**config.mk**
```make
export PLATFORM = sky130hd
export DESIGN_NAME = unidade_controle_flat
export DESIGN_NICKNAME = d
export VERILOG_FILES = /design/src/rtl/unidade_controle_pkg.sv /design/src/rtl/unidade_controle_if.sv /design/src/rtl/unidade_controle_decod_funct.sv /design/src/rtl/unidade_controle.sv /design/src/flat_wrapper.sv
export SDC_FILE = /design/constraint.sdc
export NUM_CORES = 1
export LEC_CHECK = 0
export ABC_AREA = 1
export CORE_ASPECT_RATIO = 2
export CORE_MARGIN = 2
export CORE_UTILIZATION = 40
export CTS_BUF_LIST = sky130_fd_sc_hd__clkbuf_8
export DETAILED_ROUTE_END_ITERATION = 12
export SYNTH_ARGS = -nofsm -noshare
export SYNTH_HDL_FRONTEND = slang
export SYNTH_HIERARCHICAL = 1
export SYNTH_SLANG_ARGS = --single-unit
export TNS_END_PERCENT = 5
```
**constraint.sdc**
```tcl
create_clock -name clock -period 2.8 [get_ports clock]
set_input_delay 0.42 -clock clock [delete_from_list [all_inputs] [get_ports clock]]
set_output_delay 0.42 -clock clock [all_outputs]
set_load 0.05 [all_outputs]
```
**src/rtl/unidade_controle_pkg.sv**
```systemverilog
// rtl/unidade_controle_pkg.sv - shared encodings for the multicycle MIPS control unit
// Purpose: ALU opCode values (also used by the ALU), MIPS opcode/funct values,
//          datapath select values, FSM state encoding and the registered
//          control-word layout.
// Ports:   none (package).
package unidade_controle_pkg;

   typedef enum logic [2:0] {
      ALU_ADD  = 3'b000,
      ALU_SUB  = 3'b001,
      ALU_OR   = 3'b010,
      ALU_EQ   = 3'b011,
      ALU_LT   = 3'b100,
      ALU_MULT = 3'b101,
      ALU_DIV  = 3'b110,
      ALU_AND  = 3'b111
   } alu_op_t;

   typedef enum logic [5:0] {
      OP_RTYPE = 6'b000000,
      OP_J     = 6'b000010,
      OP_BEQ   = 6'b000100,
      OP_ADDI  = 6'b001000,
      OP_LW    = 6'b100011,
      OP_SW    = 6'b101011
   } opcode_t;

   typedef enum logic [5:0] {
      FN_MULT = 6'b011000,
      FN_DIV  = 6'b011010,
      FN_ADD  = 6'b100000,
      FN_SUB  = 6'b100010,
      FN_AND  = 6'b100100,
      FN_OR   = 6'b100101,
      FN_SLT  = 6'b101010
   } funct_t;

   typedef enum logic [1:0] {
      SRCB_REG = 2'b00,
      SRCB_4   = 2'b01,
      SRCB_IMM = 2'b10
   } src_b_t;

   typedef enum logic [1:0] {
      PC_ALU    = 2'b00,
      PC_ALUOUT = 2'b01,
      PC_JUMP   = 2'b10
   } pc_src_t;

   typedef enum logic [3:0] {
      INICIO     = 4'd0,
      BUSCA      = 4'd1,
      DECODIFICA = 4'd2,
      EXEC_R     = 4'd3,
      ESCR_R     = 4'd4,
      CALC_END   = 4'd5,
      LE_MEM     = 4'd6,
      ESCR_LW    = 4'd7,
      GRAVA_MEM  = 4'd8,
      EXEC_I     = 4'd9,
      ESCR_I     = 4'd10,
      DESVIO     = 4'd11,
      SALTO      = 4'd12,
      ERRO       = 4'd13
   } estado_t;

   typedef struct packed {
      logic       mem_req;
      logic       mem_write;
      logic       ir_write;
      logic       pc_write;
      logic       reg_write;
      logic       reg_dst;
      logic       mem_to_reg;
      logic       ior_d;
      logic       alu_src_a;
      logic [1:0] alu_src_b;
      logic [1:0] pc_src;
      logic [2:0] op_code;
      logic       erro;
   } ctrl_t;

   // States that wait on memReady and are covered by the wait counter.
   function automatic logic is_mem_state(input estado_t s);
      return (s == BUSCA) || (s == LE_MEM) || (s == GRAVA_MEM);
   endfunction

endpackage

```
**src/rtl/unidade_controle_if.sv**
```systemverilog
// rtl/unidade_controle_if.sv - control unit <-> datapath/memory bundle
// Purpose: groups instruction fields, flags, memory handshake and datapath controls.
// Ports:   master = control unit (drives controls), slave = datapath/memory side.
interface unidade_controle_if;
   logic [5:0] opcode;
   logic [5:0] funct;
   logic       isZero;
   logic       memReady;
   logic       memReq;
   logic       memWrite;
   logic       irWrite;
   logic       pcWrite;
   logic       regWrite;
   logic       regDst;
   logic       memToReg;
   logic       iorD;
   logic       aluSrcA;
   logic [1:0] aluSrcB;
   logic [1:0] pcSrc;
   logic [2:0] opCode;

   modport master (
      input  opcode, funct, isZero, memReady,
      output memReq, memWrite, irWrite, pcWrite, regWrite, regDst,
             memToReg, iorD, aluSrcA, aluSrcB, pcSrc, opCode
   );

   modport slave (
      output opcode, funct, isZero, memReady,
      input  memReq, memWrite, irWrite, pcWrite, regWrite, regDst,
             memToReg, iorD, aluSrcA, aluSrcB, pcSrc, opCode
   );
endinterface

```
**src/rtl/unidade_controle_decod_funct.sv**
```systemverilog
// rtl/unidade_controle_decod_funct.sv - R-type funct to ALU opCode decoder
// Purpose: maps funct to an ALU opCode and flags unsupported functs.
//          Macro MULTDIV_EN adds mult (011000) and div (011010).
// Ports:   funct (in, 6), op_code (out, 3), valid (out, 1).
module decod_funct
   import unidade_controle_pkg::*;
(
   input  logic [5:0] funct,
   output logic [2:0] op_code,
   output logic       valid
);

   always_comb begin
      op_code = ALU_ADD;
      valid   = 1'b1;
      case (funct)
         FN_ADD:  op_code = ALU_ADD;
         FN_SUB:  op_code = ALU_SUB;
         FN_AND:  op_code = ALU_AND;
         FN_OR:   op_code = ALU_OR;
         FN_SLT:  op_code = ALU_LT;
`ifdef MULTDIV_EN
         FN_MULT: op_code = ALU_MULT;
         FN_DIV:  op_code = ALU_DIV;
`else
`endif
         default: valid = 1'b0;
      endcase
   end

endmodule

```
**src/rtl/unidade_controle.sv**
```systemverilog
// rtl/unidade_controle.sv - multicycle MIPS control unit (Moore FSM + memory wait counter)
// Purpose: sequences fetch/decode/execute/memory/writeback, faults on bad
//          opcode/funct or memory timeout. Macro MULTDIV_EN enables mult/div functs.
// Ports:   clock, reset (async, active-high); bus (master modport of
//          unidade_controle_if); erro (sticky fault); estado (state, debug).
module unidade_controle
   import unidade_controle_pkg::*;
#(
   parameter int TIMEOUT_CICLOS = 255
) (
   input  logic                   clock,
   input  logic                   reset,
   unidade_controle_if.master     bus,
   output logic                   erro,
   output logic [3:0]             estado
);

   localparam int CW = (TIMEOUT_CICLOS > 1) ? $clog2(TIMEOUT_CICLOS) : 1;
   localparam logic [CW-1:0] WAIT_LAST = CW'(TIMEOUT_CICLOS - 1);

   estado_t       state_q, state_d;
   logic [CW-1:0] wait_q, wait_d;
   ctrl_t         ctrl_q, ctrl_d;
   logic [2:0]    r_op;
   logic          r_valid;
   logic          mem_timeout;

   decod_funct u_decod_funct (
      .funct   (bus.funct),
      .op_code (r_op),
      .valid   (r_valid)
   );

   // Control word for a state; r_op only matters in EXEC_R.
   function automatic ctrl_t decode(input estado_t s, input logic [2:0] op);
      ctrl_t c;
      c = '0;
      case (s)
         BUSCA: begin
            c.mem_req   = 1'b1;
            c.ir_write  = 1'b1;
            c.alu_src_b = SRCB_4;
         end
         DECODIFICA: c.alu_src_b = SRCB_IMM;
         EXEC_R: begin
            c.alu_src_a = 1'b1;
            c.op_code   = op;
         end
         ESCR_R: begin
            c.reg_dst   = 1'b1;
            c.reg_write = 1'b1;
         end
         CALC_END, EXEC_I: begin
            c.alu_src_a = 1'b1;
            c.alu_src_b = SRCB_IMM;
         end
         LE_MEM: begin
            c.mem_req = 1'b1;
            c.ior_d   = 1'b1;
         end
         ESCR_LW: begin
            c.mem_to_reg = 1'b1;
            c.reg_write  = 1'b1;
         end
         GRAVA_MEM: begin
            c.mem_req   = 1'b1;
            c.ior_d     = 1'b1;
            c.mem_write = 1'b1;
         end
         ESCR_I: c.reg_write = 1'b1;
         DESVIO: begin
            c.alu_src_a = 1'b1;
            c.op_code   = ALU_SUB;
            c.pc_src    = PC_ALUOUT;
         end
         SALTO: begin
            c.pc_src   = PC_JUMP;
            c.pc_write = 1'b1;
         end
         ERRO: c.erro = 1'b1;
         default: ;
      endcase
      return c;
   endfunction

   always_comb begin
      state_d     = state_q;
      wait_d      = wait_q;
      // memReady on the last allowed cycle still counts as completion.
      mem_timeout = is_mem_state(state_q) && !bus.memReady && (wait_q == WAIT_LAST);
      case (state_q)
         INICIO: state_d = BUSCA;
         BUSCA: begin
            if (bus.memReady)   state_d = DECODIFICA;
            else if (mem_timeout) state_d = ERRO;
         end
         DECODIFICA: begin
            case (bus.opcode)
               OP_RTYPE:     state_d = EXEC_R;
               OP_LW, OP_SW: state_d = CALC_END;
               OP_ADDI:      state_d = EXEC_I;
               OP_BEQ:       state_d = DESVIO;
               OP_J:         state_d = SALTO;
               default:      state_d = ERRO;
            endcase
         end
         EXEC_R:   state_d = r_valid ? ESCR_R : ERRO;
         CALC_END: state_d = (bus.opcode == OP_SW) ? GRAVA_MEM : LE_MEM;
         LE_MEM: begin
            if (bus.memReady)   state_d = ESCR_LW;
            else if (mem_timeout) state_d = ERRO;
         end
         GRAVA_MEM: begin
            if (bus.memReady)   state_d = BUSCA;
            else if (mem_timeout) state_d = ERRO;
         end
         EXEC_I: state_d = ESCR_I;
         ESCR_R, ESCR_LW, ESCR_I, DESVIO, SALTO: state_d = BUSCA;
         ERRO:    state_d = ERRO;
         default: state_d = ERRO;
      endcase

      // Every entry into a memory state is a state change, so clearing on
      // any change gives each access a fresh budget.
      if (state_d != state_q)
         wait_d = '0;
      else if (is_mem_state(state_q) && !bus.memReady)
         wait_d = wait_q + 1'b1;

      // Outputs are registered from the next state so they line up with state_q.
      ctrl_d = decode(state_d, r_op);
   end

   always_ff @(posedge clock or posedge reset) begin
      if (reset) begin
         state_q <= INICIO;
         wait_q  <= '0;
         ctrl_q  <= '0;
      end else begin
         state_q <= state_d;
         wait_q  <= wait_d;
         ctrl_q  <= ctrl_d;
      end
   end

   assign bus.memReq   = ctrl_q.mem_req;
   assign bus.memWrite = ctrl_q.mem_write;
   assign bus.irWrite  = ctrl_q.ir_write;
   assign bus.regWrite = ctrl_q.reg_write;
   assign bus.regDst   = ctrl_q.reg_dst;
   assign bus.memToReg = ctrl_q.mem_to_reg;
   assign bus.iorD     = ctrl_q.ior_d;
   assign bus.aluSrcA  = ctrl_q.alu_src_a;
   assign bus.aluSrcB  = ctrl_q.alu_src_b;
   assign bus.pcSrc    = ctrl_q.pc_src;
   assign bus.opCode   = ctrl_q.op_code;
   // PC+4 is written only on the fetch-completion cycle; branch writes on zero flag.
   assign bus.pcWrite  = ctrl_q.pc_write
                       | ((state_q == BUSCA)  && bus.memReady)
                       | ((state_q == DESVIO) && bus.isZero);
   assign erro         = ctrl_q.erro;
   assign estado       = state_q;

endmodule
```
**src/flat_wrapper.sv**
```systemverilog
// flat-port wrapper written by rule: the top's interface ports become plain ports
module unidade_controle_flat import unidade_controle_pkg::*;
#(
   parameter int TIMEOUT_CICLOS = 255
)
  (clock, reset, erro, estado, bus_opcode, bus_funct, bus_isZero, bus_memReady, bus_memReq, bus_memWrite, bus_irWrite, bus_pcWrite, bus_regWrite, bus_regDst, bus_memToReg, bus_iorD, bus_aluSrcA, bus_aluSrcB, bus_pcSrc, bus_opCode);
  unidade_controle_if bus_i ();
  input  logic clock;
  input  logic reset;
  output logic erro;
  output logic [3:0] estado;
  input wire logic [$bits(bus_i.opcode)-1:0] bus_opcode;
  input wire logic [$bits(bus_i.funct)-1:0] bus_funct;
  input wire logic [$bits(bus_i.isZero)-1:0] bus_isZero;
  input wire logic [$bits(bus_i.memReady)-1:0] bus_memReady;
  output wire logic [$bits(bus_i.memReq)-1:0] bus_memReq;
  output wire logic [$bits(bus_i.memWrite)-1:0] bus_memWrite;
  output wire logic [$bits(bus_i.irWrite)-1:0] bus_irWrite;
  output wire logic [$bits(bus_i.pcWrite)-1:0] bus_pcWrite;
  output wire logic [$bits(bus_i.regWrite)-1:0] bus_regWrite;
  output wire logic [$bits(bus_i.regDst)-1:0] bus_regDst;
  output wire logic [$bits(bus_i.memToReg)-1:0] bus_memToReg;
  output wire logic [$bits(bus_i.iorD)-1:0] bus_iorD;
  output wire logic [$bits(bus_i.aluSrcA)-1:0] bus_aluSrcA;
  output wire logic [$bits(bus_i.aluSrcB)-1:0] bus_aluSrcB;
  output wire logic [$bits(bus_i.pcSrc)-1:0] bus_pcSrc;
  output wire logic [$bits(bus_i.opCode)-1:0] bus_opCode;
  assign bus_i.opcode = bus_opcode;
  assign bus_i.funct = bus_funct;
  assign bus_i.isZero = bus_isZero;
  assign bus_i.memReady = bus_memReady;
  assign bus_memReq = bus_i.memReq;
  assign bus_memWrite = bus_i.memWrite;
  assign bus_irWrite = bus_i.irWrite;
  assign bus_pcWrite = bus_i.pcWrite;
  assign bus_regWrite = bus_i.regWrite;
  assign bus_regDst = bus_i.regDst;
  assign bus_memToReg = bus_i.memToReg;
  assign bus_iorD = bus_i.iorD;
  assign bus_aluSrcA = bus_i.aluSrcA;
  assign bus_aluSrcB = bus_i.aluSrcB;
  assign bus_pcSrc = bus_i.pcSrc;
  assign bus_opCode = bus_i.opCode;
  unidade_controle #(.TIMEOUT_CICLOS(TIMEOUT_CICLOS)) u_core (.clock(clock), .reset(reset), .bus(bus_i), .erro(erro), .estado(estado));
endmodule
```
# Word-level counts from Yosys, hierarchy flattened
# Index checks and enable logic that the tools add are counted.
# Widths: inputs -> output; s select.
dict set report op_classes {
  addsub 1
  n_eq_ne 37
  n_mux 25
  bitwise_logic 2
  reduce_logical 18
}
# op n
set op_table {}
lappend op_table {{$eq 4x4->1 const B} 11}
lappend op_table {{$eq 6x6->1 const B} 7}
lappend op_table {{$eq 4x3->1 const B} 8}
lappend op_table {{$pmux 4 s8} 1}
lappend op_table {{$mux 4} 6}
lappend op_table {{$pmux 4 s5} 1}
lappend op_table {{$eq 4x2->1 const B} 4}
lappend op_table {{$mux 8} 2}
lappend op_table {{$pmux 3 s4} 1}
lappend op_table {{$mux 1} 11}
lappend op_table {{$reduce_or 3->1} 3}
lappend op_table {{$add 8x1->8 const B} 1}
lappend op_table {{$eq 4x1->1 const B} 2}
lappend op_table {{$eq 8x8->1 const B} 1}
lappend op_table {{$pmux 2 s2} 2}
lappend op_table {{$eq 6x2->1 const B} 1}
lappend op_table {{$eq 6x3->1 const B} 1}
lappend op_table {{$eq 6x4->1 const B} 1}
lappend op_table {{$logic_not 6->1} 1}
lappend op_table {{$pmux 3 s2} 1}
lappend op_table {{$reduce_or 6->1} 1}
lappend op_table {{$reduce_or 5->1} 1}
lappend op_table {{$logic_and 1x1->1} 4}
lappend op_table {{$logic_not 4->1} 1}
lappend op_table {{other kinds (7)} 10}
dict set report word_totals {
  ff_bits 29
  out_inout_bits 21
}

# Depth between registers and ports, before layout
# Gate-level depths: netlist (run 1).
dict set report depth {
  depth_word 11
  ltp_mapped 14
  depth_no_buf 14
}

# Modules after synthesis
# The synthesis (run 1) kept the hierarchy.
# module instances cells_each area_each_um2
set by_module_without_submodules {}
lappend by_module_without_submodules {unidade_controle 1 223 1721.7}
lappend by_module_without_submodules {decod_funct 1 20 87.6}

# Worst setup path after synthesis (run 1)
# Ideal clock, no wire load.
dict set report synth_path {
  path_kind {register to output}
  start {register u_core.state_q[0] (netlist: u_core/estado[0])}
  end {output port bus_pcWrite}
  t_arrival_ps 1494
  required_ps 2380
  path_slack_ps 886
  stages_incl_launch_ff 5
  path_cell_list {dfrtp_1 -> inv_2 -> nor2_1 -> nand3_1 -> nand3b_1}
}
dict set report synth_via {
  elab_chain_len 4
  elab_cells_between_ends 6
}
# element line_no
set synth_rtl {}
lappend synth_rtl {{start, declared} unidade_controle.sv:21} ;# estado_t state_q, state_d;
lappend synth_rtl {{start signal, assigned} unidade_controle.sv:140} ;# state_q <= state_d;
lappend synth_rtl {{$eq 4x1->1} unidade_controle.sv:159} ;# | ((state_q == BUSCA) && bus.memReady)
lappend synth_rtl {{$logic_and 1x1->1} unidade_controle.sv:159}
lappend synth_rtl {{$or 1x1->1} unidade_controle.sv:159}
lappend synth_rtl {{$or 1x1->1 (*)} unidade_controle.sv:160} ;# | ((state_q == DESVIO) && bus.isZero);
lappend synth_rtl {{end, declared} flat_wrapper.sv:19} ;# output wire logic [$bits(bus_i.pcWrite)-1:0] bus_pcWrite;
# Every way passes the cells marked *; elsewhere a longest branch is shown, timed or not.

# Worst setup path in the final report (run 1)
dict set report layout_path {
  start {register u_core.state_q[3] (netlist: u_core/estado[3])}
  end {output port bus_pcWrite}
}
# The elaborated chain is that of the path after synthesis.

==> results of run 1 <==
-- cell type report --
class / instances / share of cell area
clock buffer: 3 / 0.0182
clock inverter: 1 / 0.0132
inverter: 39 / 0.0645
multi-input combinational: 169 / 0.401
sequential: 28 / 0.309
tap: 54 / 0.0298
timing repair buffer: 38 / 0.165
-- state kept, by name, indices dropped and copies added, names as in the netlist --
register and flops:
u_core/erro 1, u_core/bus.memReq 1, u_core/wait_q 8, u_core/bus.aluSrcA 1, u_core/bus.iorD 1, u_core/bus.aluSrcB 2
u_core/bus.opCode 3, u_core/bus.memToReg 1, u_core/bus.memWrite 1, u_core/bus.pcSrc 2, u_core/estado 4, u_core/bus.regDst 1
u_core/ctrl_q 1, u_core/bus.regWrite 1
-- how the worst max path moves through the flow --
stage | to | slack, ns | cells after the start | start
finish | bus_pcWrite | 0.25 | 4 | u_core/estado[3]
global route | bus_pcWrite | 0.13 | 4 | u_core/estado[2]
CTS | bus_pcWrite | 0.23 | 4 | u_core/estado[3]
detailed placement | bus_pcWrite | 0.41 | 4 | bus_memReady
global placement | bus_pcWrite | 0.44 | 4 | bus_memReady
floorplan | bus_pcWrite | 0.89 | 4 | u_core/estado[0]
-- worst min-delay path, stage by stage --
cell             delay (ns)
clkdlybuf4s50_1        0.39
inv_1                  0.05
buf_4                  0.31
-- cell usage in the layout (no fill, tap or decap), types with 2 or more instances in the layout --
| master | netlist | routed |
|---|---|---|
| xor2_1 | 5 | 5 |
| nor2_1 | 38 | 38 |
| clkbuf_8 | 0 | 3 |
| ha_1 | 2 | 2 |
| nand4_1 | 2 | 2 |
| nand2_2 | 3 | 3 |
| nor3_2 | 9 | 9 |
| inv_1 | 34 | 34 |
| nand3_1 | 32 | 32 |
| nor2_2 | 6 | 6 |
| clkdlybuf4s50_1 | 0 | 36 |
| nand2_1 | 52 | 52 |
| nand2_4 | 3 | 3 |
| o21bai_1 | 2 | 2 |
| buf_4 | 7 | 2 |
| nand3_2 | 4 | 4 |
| dfrtp_1 | 28 | 28 |
| xnor2_1 | 2 | 2 |
| inv_2 | 5 | 5 |
-- kinds of logic (layout without fill, tap and decap cells) --
| kind of cell | count (synthesis) | count (layout) | synth area share |
|---|---|---|---|
| adder cells (fa/ha/maj) | 2 | 2 | 0.0138 |
| XOR/XNOR | 7 | 7 | 0.0339 |
| AO/OA/AOI/OAI | 5 | 5 | 0.0201 |
| buffers and inverters | 46 | 81 | 0.110 |
| AND/OR/NAND/NOR | 155 | 155 | 0.435 |
| flip-flops | 28 | 28 | 0.387 |
-- power by group through the flow --
stage	sequential, mW	clock, mW	combinational, mW
floorplan	0.412	0	0.0217
global placement	0.412	0	0.0524
detailed placement	0.412	0	0.0530
CTS	0.404	0.318	0.0530
global route	0.404	0.338	0.0596
finish	0.404	0.307	0.0518
-- metal layers --
metal / up-vias / GRT usage
li1: 824 / -
met1: 729 / 0.166
met2: 40 / 0.328
met3: 10 / 0.0105
met4: 0 / 0.0992
met5: - / 0
==> results.ini, run 1 <==
[yosys]
ys_seq_area_frac=0.387
yosys.area.top_type=dfrtp_1
ys_ff_latch=28
syn_avg_cell_area_sq_um=7.45
ys.flop_type=dfrtp_1
synth_cells=243
ys_types=26
synth_area_leaders=dfrtp_1, nand2_1, nand3_1
ys_warn_count=6
syn_area_sq_um=1810
syn_nets=261
synthArstFlopShare=1.00
ys_top_cells_by_count=nand2_1, nor2_1, inv_1, nand3_1, dfrtp_1
synth_edf_count=0
synth_top_area_share=0.387
synth_most_common_cell=nand2_1

[layout]
final_area_sq_um=2270
drive_above_1_share=0.144
register_area_sq_um=701
fin_cells=332
final_nets=297
n_antenna_cell=0
n_fill_cell=466
multi_input_area_sq_um=910
area_growth_pct=25.5
final_core_util=0.523

[die]
rows=34
core_sq_um=4340
ios=37
die_w_um=51.6
dieArea_sq_um=5110
start_util=0.417
die_y_um=99.1

[sta]
max_clock_freq_mhz=392
finClkSkew_ns=0.00389
slew_headroom=0.666
tightest_slew_ns=0.499
hold_viol=0
whs_ns=0.504
setup_violations=0
fin_setup_tns_ns=0
drv_slew=0
fin_crit_sh=0.912
rsz0062_at_grt=no
period_minus_slack_ns=2.55
fin_ws_ns=0.247

[job]
drv_cap=0

[routing]
drc=0
wl_per_cell_um=11.6
drt-total-wl_um=3840
initialDrtViolationCount=18
wl_met1_um=1410
first_pass_iters=4
dr_wl_met3_um=101
routed-wl-met2_um=2180
vias_per_cell=4.83
ant_nets=0
via_count=1603
top_layer_used=met4

[power]
vdd_drop_max_mv=0.216
clockPowerShare=0.402
power_frac_comb=0.068
sw_frac_of_total=0.187
leakage_nw=1.11
totalPowerFinal_uw=762
p_int_uw=620
p_per_area_nw_per_um2=336
power.switching_uw=142
seqPwrFrac=0.530

[setup_path]
worstReg2RegEnd=u_core/bus.regWrite
crit_buf_inv=1
critPathMaxStageDelay_ns=0.80
cp-end-kind=output port
critPathMaxFanout=8
cp.arrival_ns=2.13
cp_top_family=buffers and inverters
rrSetupSlack_ns=0.95
path_class=reg -> out
required_ns=2.38
crit_slowest_cell=clkdlybuf4s50_1
r2r_cells=10
r2r_start=u_core/estado[0]
cp_cell_sequence=nor2_2 -> nand3_1 -> nand3b_1 -> clkdlybuf4s50_1
cp-start-kind=register

[cts]
cts_sinks=28
path_clk_slew_ns=0.09
clock_path_buffers=2
htreeDepth=1
cts_tree=built
cts_setup_buffers=0
numCtsBuffers=3
cts_root_buf=clkbuf_8
postCtsHoldBufs=0
insertion_delay_ns=0.27
cts-resized-gates=0

[global_route]
grt_pass1_vias=1633
antenna_found_initial=0
grt_pass1_wl_um=6710
grt_overflow=0
grt_usage=0.170
grt_max_degree=29

[place]
hpwlAfterDp_um=3230
post_dp_cell_area_sq_um=2200
gp_congestion=0.896
place_inst=328
dpl_worst_slack_ns=0.410
port_buffers=36

[hold_path]
hold_class=in -> async

[status]
outcome=complete, no violations

No activity file was read; power rests on OpenSTA's default activity.
==> inputs of run 2 (changes only) <==
CTS_BUF_LIST = sky130_fd_sc_hd__clkbuf_8 sky130_fd_sc_hd__clkbuf_16   (was sky130_fd_sc_hd__clkbuf_8)
==> results of run 2 <==
Final layout, timing and power as in run 1 (identical DEF).
==> inputs of run 3 (changes only) <==
ABC_CLOCK_PERIOD_IN_PS = 2800   (was unset)
CORE_MARGIN = unset   (was 2)
==> results.ini, run 3 (synthesis results as in run 1) <==
[sta]
slew_headroom=0.664  ; -0.00193
rsz0062_at_grt=no
drv_slew=0  ; unchanged
fin_crit_sh=0.913  ; +0.00135
max_clock_freq_mhz=391  ; -0.15%
fin_setup_tns_ns=0  ; unchanged
finClkSkew_ns=0.00228  ; -0.00161 ns
period_minus_slack_ns=2.56  ; +0.00379 ns
tightest_slew_ns=0.502  ; +0.00288 ns
setup_violations=0  ; unchanged
hold_viol=0  ; unchanged
fin_ws_ns=0.243  ; -0.00379 ns

[power]
clockPowerShare=0.404  ; +0.002
p_int_uw=620  ; about the same
power_frac_comb=0.068  ; about the same
totalPowerFinal_uw=765  ; +0.35%
power.switching_uw=145  ; +1.9%
vdd_drop_max_mv=0.274  ; +27%
sw_frac_of_total=0.189  ; +0.00278
p_per_area_nw_per_um2=337  ; +0.35%
leakage_nw=1.11  ; unchanged
seqPwrFrac=0.528  ; -0.002

[place]
hpwlAfterDp_um=3240  ; +0.28%
port_buffers=36  ; unchanged
dpl_worst_slack_ns=0.406  ; -0.00419 ns
gp_congestion=0.894  ; -0.26%
post_dp_cell_area_sq_um=2200  ; unchanged

[setup_path]
path_class=reg -> out
cp-end-kind=output port
critPathMaxFanout=8  ; unchanged
r2r_start=u_core/estado[0]
r2r_cells=12  ; +2
cp-start-kind=register
required_ns=2.38  ; about the same
cp.arrival_ns=2.14  ; about the same
rrSetupSlack_ns=0.85  ; -0.10 ns
worstReg2RegEnd=u_core/bus.regWrite

[routing]
vias_per_cell=4.79  ; -0.87%
first_pass_iters=4  ; unchanged
drt-total-wl_um=3900  ; +1.6%
drc=0  ; unchanged
initialDrtViolationCount=37  ; +19
ant_nets=0  ; unchanged
wl_per_cell_um=11.8  ; +1.6%
via_count=1589  ; -0.87%

[cts]
cts_tree=built
clock_path_buffers=2  ; unchanged
cts-resized-gates=0  ; unchanged
numCtsBuffers=3  ; unchanged
cts_setup_buffers=0  ; unchanged
cts_root_buf=clkbuf_8
path_clk_slew_ns=0.09  ; about the same
cts_sinks=28  ; unchanged
postCtsHoldBufs=0  ; unchanged
insertion_delay_ns=0.27  ; about the same
htreeDepth=1  ; unchanged

[die]
core_sq_um=4340  ; unchanged
rows=34  ; unchanged
die_w_um=49.6  ; -3.9%
start_util=0.417  ; unchanged
ios=37  ; unchanged
dieArea_sq_um=4810  ; -5.8%
die_y_um=97.1  ; -2.0%

[layout]
layout_commonest_cell=nand2_1
final_area_sq_um=2270  ; unchanged
n_antenna_cell=0  ; unchanged
area_growth_pct=25.5  ; unchanged
largest_reg_flops=8  ; unchanged
regMostFlops=u_core/wait_q
drive_above_1_share=0.144  ; unchanged
final_nets=297  ; unchanged
layout_common_cells=nand2_1, nor2_1, clkdlybuf4s50_1

[hold_path]
hold_class=in -> async

[global_route]
grt_max_degree=29  ; unchanged
grt_usage=0.185  ; +0.0151
antenna_found_initial=0  ; unchanged
grt_overflow=0  ; unchanged
grt_pass1_wl_um=6920  ; +3.2%
grt_pass1_vias=1629  ; -0.24%

[job]
drv_cap=0  ; unchanged

[status]
outcome=complete, no violations

[run 3: worst max path at each step]
| stage | slack, ns | start | cells past startpoint | end |
|---|---|---|---|---|
| floorplan | 0.89 | u_core/estado[0] | 4 | bus_pcWrite |
| global placement | 0.43 | bus_funct[1] | 14 | u_core/bus.regWrite |
| detailed placement | 0.41 | bus_funct[1] | 14 | u_core/bus.regWrite |
| CTS | 0.25 | u_core/estado[3] | 5 | bus_pcWrite |
| global route | 0.14 | u_core/estado[3] | 5 | bus_pcWrite |
| finish | 0.24 | u_core/estado[3] | 4 | bus_pcWrite |
[run 3: power groups by stage]
stage / combinational, mW / sequential, mW / clock [mW]
floorplan: 0.0217 / 0.412 / 0
global placement: 0.0524 / 0.412 / 0
detailed placement: 0.0534 / 0.412 / 0
CTS: 0.0534 / 0.404 / 0.323
global route: 0.0592 / 0.404 / 0.337
finish: 0.0522 / 0.404 / 0.309
[run 3: per-layer routing]
metal  GRT usage  share of wire  vias up
li1            -              -      820
met4       0.114          0.052        0
met3      0.0188          0.018       12
met2       0.349           0.56       38
met5           0              0        -
met1       0.181           0.37      719
[run 3: critical path, cell delays in order, from the launching register on]
cell and delay (ns):
dfrtp_1 0.52, nor2_2 0.28, nand3_1 0.15, nand3b_1 0.11
clkdlybuf4s50_1 0.81
[run 3: final cells by class]
cell class / instances / area [sq um]
Clock buffer: 3 / 41.3
Clock inverter: 1 / 30.0
Fill cell: 459 / 2070
Inverter: 39 / 146
Multi-Input combinational cell: 169 / 910
Sequential cell: 28 / 701
Tap cell: 54 / 67.6
Timing Repair Buffer: 38 / 375
[run 3: through the flow]
stage / instances / hold slack, ns / util
2_1_floorplan: 243 / 0.485 / -
3_3_place_gp: 328 / 0.601 / 0.507
3_5_place_dp: 328 / 0.608 / 0.507
4_1_cts: 332 / 0.521 / 0.523
5_1_grt: 332 / 0.537 / 0.523
6_report: 332 / 0.512 / 0.523
